===== src/rtl/fpu_issue_ctrl.sv =====
// FPU issue/writeback controller: issues one multi-cycle FPU op at a time,
// writes its result to the FP register file and raises decode/execute stalls.
// Latency: FpuStart is same-cycle with issue; the FP result is written in the
// FpuDone cycle, or later if an FLW writeback holds the write port.
// Backpressure: FLW writebacks always win the write port; a colliding FPU
// result waits in HOLD. StallD covers RAW/WAW on the pending destination and
// the single FPU; StallE freezes execute only for integer-destination ops.
module fpu_issue_ctrl (
  input  logic        clk,
  input  logic        rst_n,
  // decode stage
  input  logic        FPUEnableD,
  input  logic [1:0]  FRegReadD,
  input  logic [4:0]  Rs1D,
  input  logic [4:0]  Rs2D,
  input  logic [4:0]  RdD,
  input  logic        FRegWriteD,
  // execute stage
  input  logic        FPUEnableE,
  input  logic        FRegWriteE,
  input  logic [4:0]  RdE,
  input  logic        FlushE,
  // multi-cycle FPU
  output logic        FpuStart,
  input  logic        FpuDone,
  input  logic [31:0] FpuResult,
  // FLW writeback request
  input  logic        MemFRegWriteW,
  input  logic [4:0]  MemRdW,
  input  logic [31:0] MemDataW,
  // FP register-file write port
  output logic        FRegWE,
  output logic [4:0]  FRegWA,
  output logic [31:0] FRegWD,
  // hazard outputs
  output logic        StallD,
  output logic        StallE
);

  typedef enum logic [1:0] {
    S_IDLE = 2'd0,
    S_BUSY = 2'd1,
    S_HOLD = 2'd2
  } state_t;

  state_t      r_state;
  state_t      w_state_nxt;
  logic [4:0]  r_pend_rd;
  logic        r_pend_fp;
  logic [31:0] r_hold_data;

  logic        w_idle;
  logic        w_busy;
  logic        w_hold;
  logic        w_issue;
  logic        w_done_fp;
  logic        w_fpu_wr;
  logic        w_hold_wr;
  logic        w_pv;
  logic [4:0]  w_prd;
  logic        w_raw1;
  logic        w_raw2;
  logic        w_waw;
  logic        w_struct;

  assign w_idle = (r_state == S_IDLE);
  assign w_busy = (r_state == S_BUSY);
  assign w_hold = (r_state == S_HOLD);

  // Only one op in flight; a flushed execute-stage op never reaches the FPU.
  // Holding rst_n low also blocks issue so nothing escapes during reset.
  assign w_issue = rst_n & FPUEnableE & ~FlushE & w_idle;

  // FP-destination result arriving this cycle.
  assign w_done_fp = w_busy & FpuDone & r_pend_fp;

  // The FPU result may use the port only when no FLW writeback claims it.
  assign w_fpu_wr  = w_done_fp & ~MemFRegWriteW;
  assign w_hold_wr = w_hold & ~MemFRegWriteW;

  // Pending FP destination: the op issuing now, otherwise the in-flight one.
  // It stays pending through its write cycle because there is no bypass.
  assign w_pv  = (w_issue & FRegWriteE) | (~w_idle & r_pend_fp);
  assign w_prd = w_issue ? RdE : r_pend_rd;

  assign w_raw1   = w_pv & FRegReadD[1] & (Rs1D == w_prd);
  assign w_raw2   = w_pv & FRegReadD[0] & (Rs2D == w_prd);
  assign w_waw    = w_pv & FRegWriteD & (RdD == w_prd);
  assign w_struct = FPUEnableD & (~w_idle | w_issue);

  // State register with synchronous reset; reset aborts any in-flight op.
  always_ff @(posedge clk) begin
    if (!rst_n) begin
      r_state <= S_IDLE;
    end else begin
      r_state <= w_state_nxt;
    end
  end

  // Next-state logic: FlushE is deliberately ignored once an op is in flight.
  always_comb begin
    w_state_nxt = r_state;
    case (r_state)
      S_IDLE: begin
        if (w_issue) begin
          w_state_nxt = S_BUSY;
        end
      end
      S_BUSY: begin
        if (FpuDone) begin
          if (r_pend_fp && MemFRegWriteW) begin
            w_state_nxt = S_HOLD;
          end else begin
            w_state_nxt = S_IDLE;
          end
        end
      end
      S_HOLD: begin
        if (!MemFRegWriteW) begin
          w_state_nxt = S_IDLE;
        end
      end
      default: begin
        w_state_nxt = S_IDLE;
      end
    endcase
  end

  // Capture the destination at issue and park a result blocked by an FLW.
  always_ff @(posedge clk) begin
    if (!rst_n) begin
      r_pend_rd   <= 5'd0;
      r_pend_fp   <= 1'b0;
      r_hold_data <= 32'd0;
    end else begin
      if (w_issue) begin
        r_pend_rd <= RdE;
        r_pend_fp <= FRegWriteE;
      end
      if (w_done_fp && MemFRegWriteW) begin
        r_hold_data <= FpuResult;
      end
    end
  end

  // Outputs: start strobe, stalls and write-port mux (FLW first), all forced
  // quiet while reset is asserted.
  always_comb begin
    FpuStart = 1'b0;
    StallD   = 1'b0;
    StallE   = 1'b0;
    FRegWE   = 1'b0;
    FRegWA   = 5'd0;
    FRegWD   = 32'd0;
    if (rst_n) begin
      FpuStart = w_issue;
      // Integer-destination ops block execute until the result is back.
      StallE   = (w_issue & ~FRegWriteE) | (w_busy & ~r_pend_fp & ~FpuDone);
      StallD   = w_raw1 | w_raw2 | w_waw | w_struct;
      if (MemFRegWriteW) begin
        FRegWE = 1'b1;
        FRegWA = MemRdW;
        FRegWD = MemDataW;
      end else if (w_fpu_wr) begin
        FRegWE = 1'b1;
        FRegWA = r_pend_rd;
        FRegWD = FpuResult;
      end else if (w_hold_wr) begin
        FRegWE = 1'b1;
        FRegWA = r_pend_rd;
        FRegWD = r_hold_data;
      end
    end
  end

endmodule


===== config.mk =====
export PLATFORM = sky130hd
export DESIGN_NAME = fpu_issue_ctrl
export DESIGN_NICKNAME = d
export VERILOG_FILES = /design/src/rtl/fpu_issue_ctrl.sv
export SDC_FILE = /design/constraint.sdc
export NUM_CORES = 1
export LEC_CHECK = 0
export ABC_AREA = 1
export BUFFER_PORTS_ARGS = -buffer_cell sky130_fd_sc_hd__buf_4
export CORE_ASPECT_RATIO = 0.5
export CORE_MARGIN = 2
export CORE_UTILIZATION = 42
export CTS_CLUSTER_DIAMETER = 120
export DETAILED_ROUTE_END_ITERATION = 10
export PLACE_DENSITY_LB_ADDON = 0.3
export SYNTH_ARGS = -nofsm -noshare
export SYNTH_HDL_FRONTEND = slang
export SYNTH_SLANG_ARGS = --single-unit

===== constraint.sdc =====
create_clock -name clk -period 1.61 [get_ports clk]
set_clock_uncertainty 0.1 [all_clocks]
set_input_delay 0.322 -clock clk [delete_from_list [all_inputs] [get_ports clk]]
set_output_delay 0.322 -clock clk [all_outputs]
set_load 0.02 [all_outputs]

Yosys cells after proc, flatten, opt, wreduce, memory -nomap -nowiden. Cells that the tools add are included.

Bits in registers: 40. Latch bits: 0. Bits in writable memories: 0. Memory bits (read-only): 0. Input bits: 100. Output and inout port bits: 41. Word-level logic and storage cells: 68. Memories kept: 0.

Add/subtract/negate cells: 0. Multiply operators: 0. Div/mod/pow operators: 0. $lt $le $gt $ge: 0. Eq/ne operators: 8. Shifts and indexed selects: 0. Multiplexer cells: 21. Bitwise logic cells: 31. Reductions and logical operators: 4.

Operators with widths (count): two-way mux 32 bit (4); two-way mux 5 bit (5); AND 1 bit (19); equality test 5 bit (3); two-way mux 2 bit (4); two-way mux 1 bit (7); NOT 1 bit (6); OR 1 bit (6); one-hot mux 2 bit (3 select lines) (1); != test 2 bit, second input constant (2); AND reduction 3 bit (1); equality test 2 x 1 -> 1 bit, second input constant (1); equality test 2 bit, second input constant (1); logical AND 1 bit (2); logical NOT 2 bit (1); != test 2 x 1 -> 1 bit, second input constant (1).

Depth between registers and ports, before layout. Gate-level depths: netlist of run 1.

Word-level depth: 11. Depth in mapped cells: 14. Depth with buffers taken out: 12.

Worst setup path before layout of run 1. No wires, ideal clock.

Kind: register -> output. Start: register r_state[0]. End: output StallD. Arrival: 1.669 ns. Data required time: 1.188 ns. Path slack: -0.481 ns. Cell stages (with the launch flop): 12. Path buffers: 0. Cells stage by stage: dfxtp_1 > nor2_4 > inv_1 > nor2_1 > nand2_1 > nand2_1 > nor2_1 > nor2_1 > nand3_1 > nand2_1 > nor2_1 > nor2_1.

Cells in the longest elaborated chain, start to end: 10. Elaborated cells on any way between the ends: 22. Classes of those cells: eq/ne (3); mux (2); bitwise (16); reduce/logical (1).

Ends and longest elaborated chain: from (decl) (RTL line 46) `state_t r_state;`; from (signal assigned) (RTL line 96) `r_state <= w_state_nxt;`; logical NOT 2 bit * (RTL line 66) `assign w_idle = (r_state == S_IDLE);`; AND 1 bit or NOT 1 bit (tied branches) (RTL line 72, 83, 89); AND 1 bit (RTL line 83) `assign w_pv = (w_issue & FRegWriteE) | (~w_idle & r_pend_fp);`; OR 1 bit (RTL line 83); AND 1 bit (on tied branches) (2 in a row) (RTL line 86, 87); OR 1 bit (2 in a row) (RTL line 159) `StallD = w_raw1 | w_raw2 | w_waw | w_struct;`; OR 1 bit * (RTL line 159); two-way mux 1 bit * (RTL line 155) `if (rst_n) begin`; to (decl) (RTL line 36) `output logic StallD,`.

Every way passes the cells marked *; elsewhere a longest branch is shown, timed or not.

Worst setup path after layout of run 1. Ends and elaborated chain as after synthesis.

==> results of run 1 <==
## tightest hold or removal path, stage by stage
cell and delay (ns):
sky130_fd_sc_hd__buf_4 0.10, sky130_fd_sc_hd__o21ai_1 0.06, sky130_fd_sc_hd__a21oi_1 0.09
## state kept, by name, indices dropped and copies added (netlist names)
name / count
r_hold_data: 32
r_pend_rd: 5
r_state: 2
r_pend_fp: 1
## layout by cell type, fill, tap and decap left out, types with 2 or more instances in the layout
master                      instances
sky130_fd_sc_hd__buf_12             8
sky130_fd_sc_hd__a21boi_1           3
sky130_fd_sc_hd__buf_4            135
sky130_fd_sc_hd__a31oi_2            2
sky130_fd_sc_hd__nand2_2           11
sky130_fd_sc_hd__dfxtp_1           38
sky130_fd_sc_hd__nand3b_1           8
sky130_fd_sc_hd__nand2_1          105
sky130_fd_sc_hd__buf_6             41
sky130_fd_sc_hd__dfxtp_4            2
sky130_fd_sc_hd__nand3_4            2
sky130_fd_sc_hd__inv_2              4
sky130_fd_sc_hd__o21ai_2            2
sky130_fd_sc_hd__nand3_2            4
sky130_fd_sc_hd__nor2_4             6
sky130_fd_sc_hd__nand2_4           34
sky130_fd_sc_hd__nor2_2             2
sky130_fd_sc_hd__nor2_1            17
sky130_fd_sc_hd__o21ai_1            8
sky130_fd_sc_hd__inv_1             54
sky130_fd_sc_hd__a31oi_4           28
sky130_fd_sc_hd__a31oi_1            2
sky130_fd_sc_hd__a21oi_4            5
sky130_fd_sc_hd__a21oi_1           35
sky130_fd_sc_hd__nand3_1           23
sky130_fd_sc_hd__o21ai_0           25
sky130_fd_sc_hd__clkbuf_16          9
## per-layer routing
layer  vias to the layer above  track usage (%)  routed length (µm)
met5                         -                0                   0
met4                         0             9.64                 764
met2                       308             53.0                6590
met1                      1868             35.3                5250
met3                        89             6.20                1400
li1                       1808                -                   -
## metrics by stage
stage | instance area (µm²) | total power [mW] | TNS, ns | setup WS, ns
floorplan | 3490 | 1.40 | -4.30 | -0.251
global placement | 4790 | 1.78 | -10.11 | -0.426
detailed placement | 4790 | 1.79 | -10.88 | -0.435
CTS | 5150 | 2.96 | -23.03 | -0.643
global route | 5460 | 3.15 | -32.73 | -0.955
finish | 5460 | 3.07 | -29.70 | -0.852
## repair_timing
action / 4_1_cts / 5_1_grt
resized for setup: 36 / 63
pin swaps: 1 / 34
hold endpoints to repair: 0 / 0
gates cloned: 1 / 5
setup buffers: 3 / 5
endpoints found under the setup margin: 41 / 42
## cell families (layout without fill, tap and decap cells)
kind of cell,Yosys count,count (layout)
AOI/OAI and AO/OA,111,111
buffers and inverters,90,257
DFF,40,40
and+or+nand+nor,215,215
## final cells by class
class / instances / area, µm²
multi-input cells: 326 / 2380
repair buffers: 189 / 1760
flip-flops and latches: 40 / 808
fillers: 300 / 718
inverters: 60 / 231
clock buffers: 5 / 125
well taps: 88 / 110
clock inverters: 3 / 46.3
## power by group
group	switching, mW	leakage, nW	internal, mW
clock	0.456	0.0804	0.738
sequential	0.0115	0.324	0.997
combinational	0.446	2.02	0.416
total	0.914	2.43	2.15
## worst min-delay path by stage
stage | end | depth (start not counted) | from | slack [ns]
6_report | r_hold_data[16] | 3 | FpuResult[16] | 0.22
5_1_grt | r_hold_data[16] | 3 | FpuResult[16] | 0.25
4_1_cts | r_hold_data[7] | 3 | FpuResult[7] | 0.24
3_5_place_dp | r_hold_data[21] | 2 | r_hold_data[21] | 0.33
3_3_place_gp | r_hold_data[20] | 2 | r_hold_data[20] | 0.33
2_1_floorplan | r_hold_data[13] | 2 | r_hold_data[13] | 0.32
==> impl_metrics.json, run 1 <==
{
  "ant_nets": 0,
  "ys_ff_latch": 40,
  "r2r_end": "r_hold_data[4]",
  "cp_top_family": "simple AND/OR/NAND/NOR gates",
  "dominantRegCellSynth": "sky130_fd_sc_hd__dfxtp_1",
  "synth.yosys.seq_area_share_pct": 29.2,
  "global_route.usage.total_pct": 29.0,
  "finish.net_count": 722,
  "status": "finished with violations",
  "dr.first_iter.drc_count": 412,
  "max_stage_delay_ns": 0.36,
  "worst_setup_path_end_kind": "primary output",
  "postSynthAreaPerCell_um2": 6.01,
  "fin_crit_ns": 2.46,
  "synth-adder-area-share_pct": 0,
  "slew_headroom_pct": 77.6,
  "rr_worst_depth": 9,
  "critPathLaunch": "r_state[0]",
  "synth_cell_types": 26,
  "antenna_violations_before_repair": 0,
  "fin_crit_sh_pct": 153,
  "maximum_fanout_count_along_the_critical_path": 11,
  "clock_sinks": 40,
  "clock_latency_ns": 0.29,
  "netlist_top_cells_count": "146 x sky130_fd_sc_hd__nand2_1, 60 x sky130_fd_sc_hd__inv_1, 40 x sky130_fd_sc_hd__a21oi_1, 40 x sky130_fd_sc_hd__dfxtp_1, 35 x sky130_fd_sc_hd__o21ai_0",
  "grt_pass1_vias": 3576,
  "number_of_clock_buffers_inserted_by_tritoncts": 5,
  "worstMarginPinSlew_ns": 0.336,
  "yosysMostFrequentCell": "sky130_fd_sc_hd__nand2_1",
  "worstPathArrival_ns": 2.04,
  "yosys.area_share.simple_pct": 35.1,
  "finalSetupViolCount": 73,
  "vdd_ir_drop_max_uv": 412,
  "grt_setup_unrepaired": "yes",
  "first_pass_grt_wire_length_um": 16700,
  "routedWlPerCell_um": 19.7,
  "synthXorXnorAreaFrac_pct": 0,
  "die-area_um2": 7230,
  "worst_hold_path_type": "in -> reg",
  "finish.utilization_pct": 88.4,
  "cts_hold_fix_bufs": 0,
  "placed_cells_incl_taps": 690,
  "detailedPlacementHpwl_um": 6970,
  "grt_start_max_net_pins": 66,
  "rrSetupSlack_ns": -0.10,
  "critical_path.endpoint": "StallD",
  "synth_compound_area_share_pct": 22.1,
  "path_class": "reg -> out",
  "power_per_cell_area_nw_per_um2": 561,
  "avgViaCountPerCell": 5.73,
  "design.core.area_um2": 6180,
  "die_h_um": 61.1,
  "tritoncts": "yes",
  "timing.critical_path.required_ns": 1.19,
  "h-tree-depth": 2,
  "effective_utilization_at_floorplan_pct": 44.3,
  "route.detailed.drc": 0,
  "post_synth_instance_area_um2": 2740,
  "post-synth-top-area-fraction_pct": 29.2,
  "synth_edf_count": 0,
  "setup_slack_ns": -0.852,
  "die-width_um": 118,
  "final.hold.worst_slack_ns": 0.224,
  "row_count": 20,
  "place.port_buffers": 140,
  "netlist_instances": 456,
  "cp_num_buf_inv": 1,
  "clk_path_buf_depth": 2,
  "post-synth-top-area-cell": "sky130_fd_sc_hd__dfxtp_1",
  "path_clk_slew_ns": 0.07,
  "crit_cells": 12,
  "ys_warn_count": 0,
  "n_antenna_cell": 0,
  "top_cells_by_area_in_the_synthesized_netlist": "sky130_fd_sc_hd__dfxtp_1 29%, sky130_fd_sc_hd__nand2_1 20%, sky130_fd_sc_hd__inv_1 8.2%, sky130_fd_sc_hd__a21oi_1 7.3%, sky130_fd_sc_hd__a31oi_1 7.3%",
  "crit_slowest_cell": "sky130_fd_sc_hd__dfxtp_4",
  "drt_first_pass_iters": 6,
  "critical-path-top-cell-by-count": "sky130_fd_sc_hd__nand2_1",
  "violations": "negative setup slack",
  "synth.area.mux_share_pct": 0,
  "total_congestion_overflow_after_global_routing": 0,
  "report.final.slew_viol_count": 0,
  "instances_no_fill": 711,
  "area_delta_synth_final_pct": 99.4,
  "report.final.hold_viol_count": 0,
  "crit_path_cell_trace": "nor2_4 -> nand2_4 -> nand2_2 -> nand2_2 -> nand2_1 -> nand2_1 -> nor2_1 -> nand3_1 -> nand2_1 -> nor2_1 -> nor2_2 -> buf_4",
  "combinational_family_with_the_most_area_after_synthesis": "simple AND/OR/NAND/NOR gates",
  "syn_nets": 556,
  "post_route_cells_drive_above_1_share_pct": 48.6,
  "postSynth.asyncResetShare_pct": 0,
  "cap_viol_max_count": 0,
  "routed_wl_um": 14000,
  "boundaryPins": 141,
  "fmax_ghz": 0.406,
  "worst_r2r_startpoint": "r_state[0]",
  "via_count": 4073,
  "timing.critical_path.from_type": "flop",
  "gp_congestion": 0.853,
  "total_leakage_power_nw": 2.43,
  "root_buffer": "sky130_fd_sc_hd__clkbuf_16"
}
No activity file was read; power rests on OpenSTA's default activity.
==> run 2: changes to the inputs <==
- CELL_PAD_IN_SITES_DETAIL_PLACEMENT: not set -> 1
- CELL_PAD_IN_SITES_GLOBAL_PLACEMENT: not set -> 1
- CORE_MARGIN: 2 -> not set
- CORE_UTILIZATION: 42 -> 27
==> impl_metrics.json, run 2 (synthesis results as in run 1) <==
{
  "die-width_um": 144,
  "timing.critical_path.from_type": "flop",
  "post-layout-total-power_mw": 2.92,
  "power_per_cell_area_nw_per_um2": 519,
  "report.final.hold_viol_count": 0,
  "combinationalPowerShare_pct": 29.1,
  "cts_hold_fix_bufs": 0,
  "status": "finished with violations",
  "final.hold.worst_slack_ns": 0.236,
  "place.port_buffers": 140,
  "routedWlPerCell_um": 18.1,
  "detailed_place.area_um2": 4840,
  "registers.top_by_ff_count": "r_hold_data",
  "worst_setup_path_end_kind": "primary output",
  "clock_latency_ns": 0.28,
  "effective_utilization_at_floorplan_pct": 28.4,
  "avgViaCountPerCell": 5.00,
  "critical-path-top-cell-by-count": "sky130_fd_sc_hd__nand2_1",
  "die_h_um": 73.2,
  "die-area_um2": 10600,
  "drt_first_pass_iters": 4,
  "grt_start_max_net_pins": 66,
  "root_buffer": "sky130_fd_sc_hd__clkbuf_16",
  "post_route_cells_drive_above_1_share_pct": 50.9,
  "cp_top_family": "simple AND/OR/NAND/NOR gates",
  "n_antenna_cell": 0,
  "worstMarginPinSlew_ns": 0.425,
  "total_congestion_overflow_after_global_routing": 0,
  "path_clk_slew_ns": 0.06,
  "reg_top3": "r_hold_data: 32 flops, r_pend_rd: 5 flops, r_state: 2 flops",
  "tritoncts": "yes",
  "cp_num_buf_inv": 2,
  "gp_congestion": 0.891,
  "setup_slack_ns": -0.673,
  "worst_hold_path_type": "in -> reg",
  "finish.net_count": 721,
  "crit_slowest_cell": "sky130_fd_sc_hd__dfxtp_4",
  "internal_portion_of_total_power_mw": 2.06,
  "largest_register_ff_count": 32,
  "first_pass_grt_wire_length_um": 18200,
  "clock_power_share_pct": 36.4,
  "antenna_violations_before_repair": 0,
  "rrSetupSlack_ns": -0.03,
  "crit_path_cell_trace": "nor2_4 -> buf_6 -> nand3b_1 -> nand2_2 -> nand2_1 -> nand2_1 -> nor2_1 -> nand3_1 -> nand2_1 -> nor2_1 -> nor2_2 -> buf_4",
  "fmax_ghz": 0.438,
  "route.detailed.drc": 0,
  "seq_power_share_pct": 34.5,
  "pre_cts_slack_ns": -0.479,
  "grt_setup_unrepaired": "yes",
  "routed_wl_um": 13700,
  "area_delta_synth_final_pct": 105,
  "design.core.area_um2": 9630,
  "maximum_fanout_count_along_the_critical_path": 5,
  "clock_sinks": 40,
  "max_stage_delay_ns": 0.36,
  "ant_nets": 0,
  "global_route.usage.total_pct": 22.3,
  "fin_crit_ns": 2.28,
  "total_leakage_power_nw": 2.41,
  "detailedPlacementHpwl_um": 8130,
  "dr.first_iter.drc_count": 103,
  "path_class": "reg -> out",
  "h-tree-depth": 2,
  "fin_crit_sh_pct": 142,
  "grt_pass1_vias": 3768,
  "finalInstanceArea_um2": 5620,
  "report.final.slew_viol_count": 0,
  "row_count": 25,
  "most_common_library_cell_in_the_layout_ignoring_fill_and_taps": "sky130_fd_sc_hd__buf_4",
  "vdd_ir_drop_max_uv": 434,
  "violations": "negative setup slack",
  "sw_frac_of_total_pct": 29.3,
  "boundaryPins": 141,
  "timing.critical_path.required_ns": 1.19,
  "num-fill-cells": 1151,
  "cap_viol_max_count": 0,
  "highest_count_cells_in_the_layout_ignoring_fill_and_taps": "129 x sky130_fd_sc_hd__buf_4, 104 x sky130_fd_sc_hd__nand2_1, 53 x sky130_fd_sc_hd__inv_1",
  "finalSetupViolCount": 42,
  "slew_headroom_pct": 71.7,
  "worstPathArrival_ns": 1.86,
  "number_of_clock_buffers_inserted_by_tritoncts": 5,
  "net_load_switching_power_uw": 854,
  "clk_path_buf_depth": 2,
  "via_count": 3781
}
## run 2: per-stage QoR
step	utilization [%]	TNS (ns)	cells
floorplan	-	-4.30	456
global placement	50.2	-12.45	733
detailed placement	50.2	-12.83	733
CTS	54.7	-23.47	745
global route	58.4	-23.04	756
finish	58.4	-19.29	756
## run 2: final cells by class
class	instances	area, µm²	area share, %
clock buffer	7	153	2.72
sequential	40	808	14.4
multi-input combinational	326	2430	43.2
tap	135	169	3.00
timing repair buffer	188	1830	32.5
inverter	60	238	4.23
## run 2: timing repair
| action | 4_1_cts | 5_1_grt |
|---|---|---|
| resized for setup | 51 | 70 |
| cloned | 2 | 8 |
| buffers inserted | 3 | 4 |
| pin swaps | 5 | 33 |
| endpoints found under the setup margin | 41 | 48 |
## run 2: worst paths after layout
kind                         from         endpoint  depth (start not counted)
setup / recovery       r_state[0]           StallD                         12
hold / removal      FpuResult[19]  r_hold_data[19]                          3
setup reg to reg       r_state[0]  r_hold_data[10]                          9
hold reg to reg   r_hold_data[26]  r_hold_data[26]                          2
## run 2: layer usage
layer | part of all wire (%) | global-route usage, % | vias to the layer above
met5 | 0 | 0 | -
met4 | 1.7 | 3.63 | 0
met3 | 4.5 | 3.94 | 24
met2 | 50 | 43.0 | 101
met1 | 44 | 26.3 | 1844
li1 | - | - | 1812
## run 2: worst reg2reg max path, delay by kind of cell, from the launching register on
family,cells,cell delay [ns]
compound gates,1,0.21
buf+inv,6,0.70
flops,1,0.37
simple gates,2,0.17
## run 2: power groups by stage
| stage | sequential (mW) | clock, mW | combinational, mW |
|---|---|---|---|
| after CTS | 1.01 | 1.06 | 0.806 |
| after detailed placement | 1.03 | 0 | 0.765 |
| after floorplan | 1.03 | 0 | 0.371 |
| final | 1.01 | 1.06 | 0.848 |
| after global placement | 1.03 | 0 | 0.754 |
| after global routing | 1.01 | 1.13 | 0.907 |
==> run 3: changes to the inputs <==
- MAX_ROUTING_LAYER: not set -> met4
==> impl_metrics.json, run 3 (synthesis results as in run 1) <==
{
  "status": "finished with violations",
  "violations": "negative setup slack",
  "post_route_cells_drive_above_1_share_pct": 50.9,
  "crit_path_cell_trace": "nor2_4 -> buf_6 -> nand3b_1 -> nand2_2 -> nand2_1 -> nand2_1 -> nor2_1 -> nand3_1 -> nand2_1 -> nor2_1 -> nor2_2 -> buf_4",
  "worstPathArrival_ns": 1.86,
  "finalInstanceArea_um2": 5610,
  "combinationalPowerShare_pct": 29.2,
  "path_class": "reg -> out",
  "die-width_um": 144,
  "setup_slack_ns": -0.672,
  "global_route.peak_usage_layer": "met2",
  "groute.layer.met3.usage_pct": 3.61,
  "sw_frac_of_total_pct": 28.8,
  "largest_register_ff_count": 32,
  "routed_wl_um": 13200,
  "ant_nets": 0,
  "num-fill-cells": 1150,
  "timing.critical_path.required_ns": 1.19,
  "grt_pass1_vias": 3768,
  "total_congestion_overflow_after_global_routing": 0,
  "number_of_clock_buffers_inserted_by_tritoncts": 5,
  "reg_top3": "r_hold_data: 32 flops, r_pend_rd: 5 flops, r_state: 2 flops",
  "registers.top_by_ff_count": "r_hold_data",
  "report.final.hold_viol_count": 0,
  "first_pass_grt_wire_length_um": 18200,
  "antenna_violations_before_repair": 0,
  "row_count": 25,
  "place.port_buffers": 140,
  "vdd_ir_drop_max_uv": 418,
  "clk_path_buf_depth": 2,
  "clock_power_share_pct": 36.1,
  "cts_hold_fix_bufs": 0,
  "most_common_library_cell_in_the_layout_ignoring_fill_and_taps": "sky130_fd_sc_hd__buf_4",
  "maximum_fanout_count_along_the_critical_path": 5,
  "worstMarginPinSlew_ns": 0.424,
  "clock_sinks": 40,
  "report.final.slew_viol_count": 0,
  "highest_count_cells_in_the_layout_ignoring_fill_and_taps": "129 x sky130_fd_sc_hd__buf_4, 104 x sky130_fd_sc_hd__nand2_1, 53 x sky130_fd_sc_hd__inv_1",
  "finish.utilization_pct": 58.3,
  "dr.first_iter.drc_count": 106,
  "routedWlPerCell_um": 17.4,
  "final.hold.worst_slack_ns": 0.234,
  "fin_crit_ns": 2.28,
  "die_h_um": 73.2,
  "cap_viol_max_count": 0,
  "worst_setup_path_end_kind": "primary output",
  "power_per_cell_area_nw_per_um2": 516,
  "clock_latency_ns": 0.28,
  "fmax_ghz": 0.438,
  "max_stage_delay_ns": 0.36,
  "timing.critical_path.from_type": "flop",
  "crit_slowest_cell": "sky130_fd_sc_hd__dfxtp_4",
  "grt_use_met2_pct": 42.9,
  "globalRouteMet1Util_pct": 26.6,
  "boundaryPins": 141,
  "worst_hold_path_type": "in -> reg",
  "finalSetupViolCount": 41,
  "avgViaCountPerCell": 4.89,
  "tritoncts": "yes",
  "n_antenna_cell": 0,
  "detailed_place.area_um2": 4840,
  "net_load_switching_power_uw": 833,
  "drt_first_pass_iters": 4,
  "total_leakage_power_nw": 2.41,
  "pre_cts_slack_ns": -0.479,
  "detailedPlacementHpwl_um": 8130,
  "fin_setup_tns_ns": -18.81,
  "gp_congestion": 0.906,
  "seq_power_share_pct": 34.8,
  "grt_setup_unrepaired": "yes",
  "slew_headroom_pct": 71.7,
  "global_route.usage.total_pct": 23.0,
  "h-tree-depth": 2,
  "design.core.area_um2": 9630,
  "finish.net_count": 721,
  "fin_crit_sh_pct": 142,
  "area_delta_synth_final_pct": 105,
  "internal_portion_of_total_power_mw": 2.06,
  "critical-path-top-cell-by-count": "sky130_fd_sc_hd__nand2_1",
  "grt_start_max_net_pins": 66,
  "via_count": 3696,
  "path_clk_slew_ns": 0.06,
  "route.detailed.drc": 0,
  "effective_utilization_at_floorplan_pct": 28.4,
  "root_buffer": "sky130_fd_sc_hd__clkbuf_16",
  "die-area_um2": 10600
}
run 3: cell counts in the layout (fill, tap and decap cells not counted):
No cell type changed its count.
run 3: routing by layer:
metal,vias to the layer above,part of all wire [%]
met5,-,0
met4,0,0.99
met3,14,4.3
met2,91,51
met1,1780,43
li1,1811,-
run 3: layout make-up:
cell class / instances / area [µm²] / share of cell area, %
clock buffers: 7 / 153 / 2.72
well taps: 135 / 169 / 3.01
repair buffers: 188 / 1830 / 32.5
inverters: 60 / 238 / 4.23
multi-input cells: 326 / 2420 / 43.1
flip-flops and latches: 40 / 808 / 14.4
run 3: through the flow:
stage               instances  power, mW
CTS                       745       2.88
finish                    756       2.90
floorplan                 456       1.40
global placement          733       1.78
global route              756       3.03
detailed placement        733       1.80
run 3: path summary, 6_finish.rpt:
check	start	endpoint	slack, ns	cells after the start
worst max-delay path	r_state[0]	StallD	-0.67	12
worst min-delay path	FpuResult[21]	r_hold_data[21]	0.23	3
worst max register to register	r_state[0]	r_hold_data[4]	0.04	9
worst min register to register	r_hold_data[25]	r_hold_data[25]	0.34	2
run 3: power groups by stage:
stage	Sequential [mW]	Combinational (mW)	Clock, mW
6_report	1.01	0.845	1.05
5_1_grt	1.01	0.901	1.12
4_1_cts	1.01	0.806	1.06
3_5_place_dp	1.03	0.765	0
3_3_place_gp	1.03	0.754	0
2_1_floorplan	1.03	0.371	0
run 3: worst max-delay path, delay by kind of cell (launching register included):
family / cells / cell delay, ns
buffers and inverters: 2 / 0.28
AND/OR/NAND/NOR: 10 / 0.94
flip-flops: 1 / 0.36
run 3: what timing repair did:
action / CTS / global route
endpoints found under the setup margin: 41 / 48
pin swaps: 5 / 33
setup buffers: 3 / 4
cloned: 2 / 8
gates resized for setup: 51 / 71
